### config.mk
export PLATFORM = sky130hd
export DESIGN_NAME = aer_event_decoder
export DESIGN_NICKNAME = d
export VERILOG_FILES = /design/src/rtl/aer_event_decoder.sv
export SDC_FILE = /design/constraint.sdc
export NUM_CORES = 1
export LEC_CHECK = 0
export ABC_AREA = 0
export BUFFER_PORTS_ARGS = -buffer_cell sky130_fd_sc_hd__buf_2
export CAP_MARGIN = 5
export CELL_PAD_IN_SITES_DETAIL_PLACEMENT = 0
export CELL_PAD_IN_SITES_GLOBAL_PLACEMENT = 1
export CORE_ASPECT_RATIO = 0.8
export CORE_UTILIZATION = 43
export DETAILED_ROUTE_END_ITERATION = 7
export GPL_TIMING_DRIVEN = 0
export PLACE_DENSITY_LB_ADDON = 0.1
export SYNTH_ARGS = -nofsm -noshare
export SYNTH_HDL_FRONTEND = slang
export SYNTH_SLANG_ARGS = --single-unit
### constraint.sdc
create_clock -name clk_i -period 2.01 [get_ports clk_i]
set_input_delay 0.1005 -clock clk_i [delete_from_list [all_inputs] [get_ports clk_i]]
set_output_delay 0.1005 -clock clk_i [all_outputs]
set_load 0.01 [all_outputs]
### src/rtl/aer_event_decoder.sv
// aer_event_decoder
// Receive side of the address-event link. It decodes each incoming packed AER
// word into {x, y, ts, pol} and range-checks the address. The wrapping raw
// timestamp is extended with an epoch counter. In-range events are buffered
// in a show-ahead FIFO and handed to the consumer over valid/ready. Malformed
// and dropped events are counted.
//
// Ports:
//   clk_i, reset_i   clock, asynchronous active-high reset
//   evt_valid_i      evt_data_i carries an event this cycle (no backpressure)
//   evt_data_i       {x, y, ts, pol} packed word
//   flush_i          synchronous FIFO clear; same-cycle event is discarded
//   out_valid_o      head event available
//   out_ready_i      consumer accepts the head event
//   out_x_o/out_y_o  head row/column address
//   out_ts_o         head extended timestamp {epoch, ts}
//   out_pol_o        head polarity
//   fifo_level_o     current FIFO occupancy
//   drop_cnt_o       saturating count of events lost to a full FIFO
//   err_cnt_o        saturating count of out-of-range events
//   overflow_o       sticky flag, set on the first drop
module aer_event_decoder #(
  parameter int ROWS        = 4,
  parameter int COLS        = 4,
  parameter int X_WIDTH     = 2,
  parameter int Y_WIDTH     = 2,
  parameter int TS_WIDTH    = 8,
  parameter int WIDTH       = X_WIDTH + Y_WIDTH + TS_WIDTH + 1,
  parameter int FIFO_DEPTH  = 4,
  parameter int EPOCH_WIDTH = 8,
  parameter int CNT_WIDTH   = 16
) (
  input  logic                          clk_i,
  input  logic                          reset_i,
  input  logic                          evt_valid_i,
  input  logic [WIDTH-1:0]              evt_data_i,
  input  logic                          flush_i,
  output logic                          out_valid_o,
  input  logic                          out_ready_i,
  output logic [X_WIDTH-1:0]            out_x_o,
  output logic [Y_WIDTH-1:0]            out_y_o,
  output logic [EPOCH_WIDTH+TS_WIDTH-1:0] out_ts_o,
  output logic                          out_pol_o,
  output logic [$clog2(FIFO_DEPTH):0]   fifo_level_o,
  output logic [CNT_WIDTH-1:0]          drop_cnt_o,
  output logic [CNT_WIDTH-1:0]          err_cnt_o,
  output logic                          overflow_o
);

  localparam int PTR_W   = $clog2(FIFO_DEPTH);
  localparam int LVL_W   = PTR_W + 1;
  localparam int EXT_W   = EPOCH_WIDTH + TS_WIDTH;
  localparam int ENTRY_W = X_WIDTH + Y_WIDTH + EXT_W + 1;

  // Combinational decode of the incoming word.
  logic [X_WIDTH-1:0]     evt_x;
  logic [Y_WIDTH-1:0]     evt_y;
  logic [TS_WIDTH-1:0]    evt_ts;
  logic                   evt_pol;
  logic                   in_range;

  assign evt_x    = evt_data_i[WIDTH-1 -: X_WIDTH];
  assign evt_y    = evt_data_i[WIDTH-1-X_WIDTH -: Y_WIDTH];
  assign evt_ts   = evt_data_i[TS_WIDTH:1];
  assign evt_pol  = evt_data_i[0];
  assign in_range = (32'(evt_x) < ROWS) && (32'(evt_y) < COLS);

  // Timestamp unwrap state.
  logic [EPOCH_WIDTH-1:0] epoch;
  logic [EPOCH_WIDTH-1:0] epoch_nxt;
  logic [TS_WIDTH-1:0]    last_ts;

  // A strictly smaller raw timestamp means the time-to-digital counter
  // wrapped; equal timestamps are simultaneous events, not a wrap.
  assign epoch_nxt = (evt_ts < last_ts) ? epoch + EPOCH_WIDTH'(1) : epoch;

  // FIFO state.
  logic [ENTRY_W-1:0] mem [FIFO_DEPTH];
  logic [PTR_W-1:0]   wr_ptr;
  logic [PTR_W-1:0]   rd_ptr;
  logic [LVL_W-1:0]   level;
  logic               full;
  logic               pop;
  logic               push;
  logic               drop_inc;
  logic               err_inc;
  logic [ENTRY_W-1:0] head;

  assign full = (level == LVL_W'(FIFO_DEPTH));
  assign pop  = out_valid_o && out_ready_i;

  // A pop in the same cycle frees a slot, so a full FIFO can still accept.
  // Everything arriving during a flush is discarded without being counted.
  assign push     = evt_valid_i && !flush_i && in_range && (!full || pop);
  assign drop_inc = evt_valid_i && !flush_i && in_range && full && !pop;
  assign err_inc  = evt_valid_i && !flush_i && !in_range;

  // Unwrap tracks every word on the link, including ones that are rejected,
  // so later accepted events carry a coherent extended time.
  always_ff @(posedge clk_i or posedge reset_i) begin
    if (reset_i) begin
      epoch   <= '0;
      last_ts <= '0;
    end else if (evt_valid_i) begin
      epoch   <= epoch_nxt;
      last_ts <= evt_ts;
    end
  end

  // Storage needs no reset: the head is masked whenever the FIFO is empty.
  always_ff @(posedge clk_i) begin
    if (push) begin
      mem[wr_ptr] <= {evt_x, evt_y, epoch_nxt, evt_ts, evt_pol};
    end
  end

  // Pointer and level bookkeeping; flush wins over any push or pop.
  always_ff @(posedge clk_i or posedge reset_i) begin
    if (reset_i) begin
      wr_ptr <= '0;
      rd_ptr <= '0;
      level  <= '0;
    end else if (flush_i) begin
      wr_ptr <= '0;
      rd_ptr <= '0;
      level  <= '0;
    end else begin
      if (push) wr_ptr <= wr_ptr + PTR_W'(1);
      if (pop)  rd_ptr <= rd_ptr + PTR_W'(1);
      if (push && !pop)      level <= level + LVL_W'(1);
      else if (pop && !push) level <= level - LVL_W'(1);
    end
  end

  // Saturating event counters and the sticky overflow flag.
  always_ff @(posedge clk_i or posedge reset_i) begin
    if (reset_i) begin
      drop_cnt_o <= '0;
      err_cnt_o  <= '0;
      overflow_o <= 1'b0;
    end else begin
      if (drop_inc && (drop_cnt_o != '1)) drop_cnt_o <= drop_cnt_o + CNT_WIDTH'(1);
      if (err_inc && (err_cnt_o != '1))   err_cnt_o  <= err_cnt_o + CNT_WIDTH'(1);
      if (drop_inc)                       overflow_o <= 1'b1;
    end
  end

  // Show-ahead output: the head entry is visible directly, zeroed when empty.
  assign out_valid_o  = (level != '0);
  assign head         = out_valid_o ? mem[rd_ptr] : '0;
  assign {out_x_o, out_y_o, out_ts_o, out_pol_o} = head;
  assign fifo_level_o = level;

endmodule

Yosys cells after proc, flatten, opt, wreduce, memory -nomap -nowiden
Memory sizes are Yosys's and may differ from the RTL's.
Cells that the tools add are included.
{"block": "word_totals", "ff_bits": 40, "latchBits": 0, "ramBits": 84, "rom_bits": 0, "inputBits": 18, "out_inout_bits": 58, "elab_cells": 45, "n_memories": 1}
{"name": "mem", "depth": 4, "word_bits": 21, "rd": 1, "rd_clocked_by_memory_dff": 0, "wr": 1, "line": "78", "rtl": "logic [ENTRY_W-1:0] mem [FIFO_DEPTH];"}
{"block": "op_classes", "add_sub_neg": 6, "mul": 0, "n_div": 0, "n_lt_le_gt_ge": 1, "eq_ne": 2, "shifts": 0, "n_mux": 11, "bitwise": 0, "n_reduce_logical": 17}
{"operator": "2-to-1 mux 21 bit", "n": 1}
{"operator": "adder 16 x 1 -> 16 bit (second input constant)", "n": 1}
{"operator": "!= test 16 bit (second input constant)", "n": 1}
{"operator": "2-to-1 mux 3 bit", "n": 3}
{"operator": "adder 8 x 1 -> 8 bit (second input constant)", "n": 1}
{"operator": "logical AND 1 bit", "n": 8}
{"operator": "< comparator 8 bit", "n": 1}
{"operator": "2-to-1 mux 2 bit", "n": 4}
{"operator": "2-to-1 mux 8 bit", "n": 1}
{"operator": "nonzero test 3 bit", "n": 2}
{"operator": "adder 2 x 1 -> 2 bit (second input constant)", "n": 2}
{"operator": "zero test 1 bit", "n": 4}
{"operator": "nonzero test 2 bit", "n": 2}
{"operator": "adder 3 x 1 -> 3 bit (second input constant)", "n": 1}
{"operator": "equality test 3 bit (second input constant)", "n": 1}
{"operator": "subtractor 3 x 1 -> 3 bit (second input constant)", "n": 1}
{"operator": "2-to-1 mux 1 bit", "n": 2}
{"operator": "logical OR 1 bit", "n": 1}

Longest topological paths before layout
{"block": "logic_depth", "ltp_word": 9, "ltp_mapped": 8, "ltp_nobuf": 7}

Worst setup path before layout
Ideal clock, no wire load.
{"block": "synth_path", "path_type": "register to register", "from": "register level[1] (netlist: fifo_level_o[1])", "to": "register level[2] (netlist: fifo_level_o[2])", "setup_ns": 0.135, "t_arrival_ns": 2.132, "required_ns": 1.875, "setup_slack_ns": -0.257, "path_stages_with_launch": 8, "path_buffers": 1, "period_less_slack_ns": 2.267, "path_cell_list": "dfrtp_1 -> buf_4 -> nor4b_1 -> nor3_1 -> fa_1 -> or3b_2 -> a31oi_1 -> a21oi_1"}
{"block": "synth_between", "elab_chain_cells": 7, "elab_cells_between_ends": 16, "cone_classes": "add/sub (2); eq/ne (1); mux (3); reduce/logical (10)"}
{"element": "start, declared", "line": "81", "rtl": "logic [LVL_W-1:0] level;"}
{"element": "start signal, assigned", "line": "130", "rtl": "if (push && !pop) level <= level + LVL_W'(1);"}
{"element": "start signal, assigned", "line": "131", "rtl": "else if (pop && !push) level <= level - LVL_W'(1);"}
{"element": "parallel branches: the longest is 7 deep, another holds subtractor 3 x 1 -> 3 bit"}
Parallel ways; which one is timed is not known. The select of a mux whose other input is x is not followed.
A chain may end at the register's enable or synchronous reset.

Worst setup path in the final report
Ends and elaborated chain as after synthesis.

==> impl_metrics.toml <==
[synth]
synth_compound_area_share_pct = 4.57
syn_area_per_cell_um2 = 14.4
yosysTopAreaCellShare_pct = 44.7
yosysMostFrequentCell = "edfxtp_1"
synth_warnings = 0
synth_cell_type_count = 45
synthMuxAreaShare_pct = 9.56
yosys-top-cells-area = "edfxtp_1 45%, dfrtp_1 18%, mux4_2 8.4%"
synth_adder_area_share_pct = 3.24
synthArstFlopShare_pct = 32.3
ys_seq_area_share_pct = 62.4
yosysTopAreaCell = "edfxtp_1"
synth_common_cells = "84 x edfxtp_1, 40 x dfrtp_1, 24 x nor2b_1"
synth_top_family_by_area = "simple AND/OR/NAND/NOR gates"
yosys.area_share.simple_pct = 10.4
synth-xor-area-share_pct = 4.81
netlist_area_mm2 = 0.00564
syn_inst = 391
synthFlopType = "edfxtp_1"
synth_edf_count = 84
ys_ff_latch = 124

[cells_and_area]
nets = 554
fillers = 1048
multi_input_area_mm2 = 0.00217
seqCellArea_mm2 = 0.00353
diodes = 0
area_growth_syn_to_layout_pct = 33.8
finish.utilization_pct = 58.9
drive_gt1_share_pct = 40.2

[placement]
pre_cts_ws_ns = -0.318
dp_hpwl_um = 7220
gp_congestion = 0.771
portBuffers = 56

[hold_path]
hp-class = "input pin to async pin"

[timing]
period_minus_slack_ns = 2.10
worstMarginPinSlew_ns = 0.966
fin_skew_ns = 0.0108
setup_ws_ns = -0.0887
finalSetupViolCount = 5
fin_setup_tns_ns = -0.217
slew-limit-headroom_pct = 35.1
hold_viol = 0
timing.final.crit_share_pct = 104
max_freq_ghz = 0.476
grt_setup_unrepaired = "yes"
slew_violations = 0

[worst_setup_path]
reg2reg_from = "fifo_level_o[1]"
r2r_cells = 7
worstSetupEndpointType = "register"
worstSetupPathType = "register to register"
r2r-end = "fifo_level_o[2]"
crit_path_cell_trace = "buf_6, nor4b_4, nor3_4, fa_2, or3b_4, a31oi_1, a21oi_1"
cpPeakStageDelay_ns = 0.38
crit_required_ns = 2.28
critPathBufInv = 1
crit_slowest_cell = "dfrtp_1"
rrSetupSlack_ns = -0.09
cp-start-kind = "register"
path_max_fanout = 6
cp_data_arrival_time_ns = 2.37
cp_top_family = "simple AND/OR/NAND/NOR gates"

[drt]
drt_first_pass_iters = 4
wire_per_inst_um = 17.0
drcViolationCount = 0
wl_um = 12000
viasPerCell = 5.02
detail-route-antenna-nets = 0
drtIter0Drc = 205
via_count = 3564

[run]
max_cap_viol_count = 0

[clocking]
cts_root_buf = "clkbuf_16"
insertion_delay_ns = 0.42
clockBufferDepth = 2
clk_pin_slew_ns = 0.06
htreeDepth = 4
numClockSinks = 124
cts_buffers = 17
cts_tree = "done"

[floorplanning]
start_util_pct = 44.0
io_pins = 76
dieWidth_um = 130
die_h_um = 104
die_area_mm2 = 0.0136
row_count = 37
core_area_mm2 = 0.0128

[global_routing]
first_global_vias = 3470
grt_max_degree = 39
grt-ovfl-total = 0
grt_first_pass_wirelength_um = 18800
antenna_found_initial = 0
grt_use_total_pct = 18.9

[power_and_ir_drop]
power.leakage_nw = 3.01
p_total_w = 0.00827
p_per_area_mw_per_mm2 = 1100
vdd_drop_max_v = 0.000562

[run_status]
outcome = "finished, violations left"
violations = "negative setup slack"
==> logic make-up after synthesis <==
logic type      after synthesis
mux                          27
simple gates                102
buf+inv                      52
fa+ha+maj                    14
flops                       124
compound gates               40
xor+xnor                     31
other cells                   1
==> tightest hold or removal path, cell delays in order <==
cell           delay [ns]
dlygate4sd3_1        0.53
buf_2                0.13
inv_2                0.08
==> what timing repair did <==
action / 4_1_cts / 5_1_grt
pin swaps: 15 / 16
endpoints found under the hold margin: 99 / 0
hold buffers: 14 / 0
buffers inserted: 13 / 12
endpoints found under the setup margin: 147 / 111
gates resized for setup: 51 / 36
cloned: 1 / 3
==> worst max path at each step <==
stage / startpoint / end / slack, ns / depth (start not counted)
2_1_floorplan: fifo_level_o[1] / drop_cnt_o[12] / -0.15 / 6
3_3_place_gp: rd_ptr[0] / out_ts_o[11] / -0.30 / 5
3_5_place_dp: last_ts[2] / mem[1][14] / -0.32 / 7
4_1_cts: fifo_level_o[1] / drop_cnt_o[14] / -0.18 / 5
5_1_grt: fifo_level_o[1] / fifo_level_o[2] / -0.17 / 7
6_report: fifo_level_o[1] / fifo_level_o[2] / -0.09 / 7
==> cell usage in the layout (no fill, tap or decap), types with 10 or more instances in the layout <==
cell,n
edfxtp_1,84
buf_2,56
buf_4,39
dfrtp_1,37
nor2b_1,23
xor2_1,22
mux4_2,21
clkbuf_16,20
nand2_1,17
inv_1,16
conb_1,16
dlygate4sd3_1,14
nand3_1,11
ha_1,11
o21ai_0,10
==> per-layer routing <==
| layer | GRT usage, % | wire [um] | part of all wire (%) |
|---|---|---|---|
| met5 | 0 | 0 | 0 |
| met4 | 7.23 | 145 | 1.2 |
| met3 | 3.91 | 593 | 4.9 |
| met2 | 27.6 | 5490 | 46 |
| met1 | 27.5 | 5820 | 48 |
==> power by group <==
group / switching [W] / internal (W)
Combinational: 0.000967 / 0.00100
Sequential: 0.000209 / 0.00312
Clock: 0.00123 / 0.00175
Total: 0.00241 / 0.00587
==> stage by stage <==
step	instance area, um2	cells	hold WS (ns)
after floorplan	5720	406	0.199
after global placement	6220	637	0.319
after detailed placement	6240	638	-0.0327
after CTS	7230	696	0.0738
after global routing	7550	710	0.101
final	7550	710	0.0998
==> registers in the layout, indices dropped and copies added, names as in the netlist <==
| register | cells |
|---|---|
| mem | 84 |
| drop_cnt_o | 16 |
| epoch | 8 |
| last_ts | 8 |
| fifo_level_o | 3 |
| rd_ptr | 2 |
| wr_ptr | 2 |
| overflow_o | 1 |
==> layout make-up <==
class	instances	share of cell area (%)
flip-flops and latches	124	46.7
multi-input cells	231	28.7
plain buffers	31	3.51
repair buffers	99	9.61
clock buffers	17	5.63
clock inverters	15	2.02
inverters	18	0.895
well taps	175	2.90
Power figures use the tool's default switching activity.
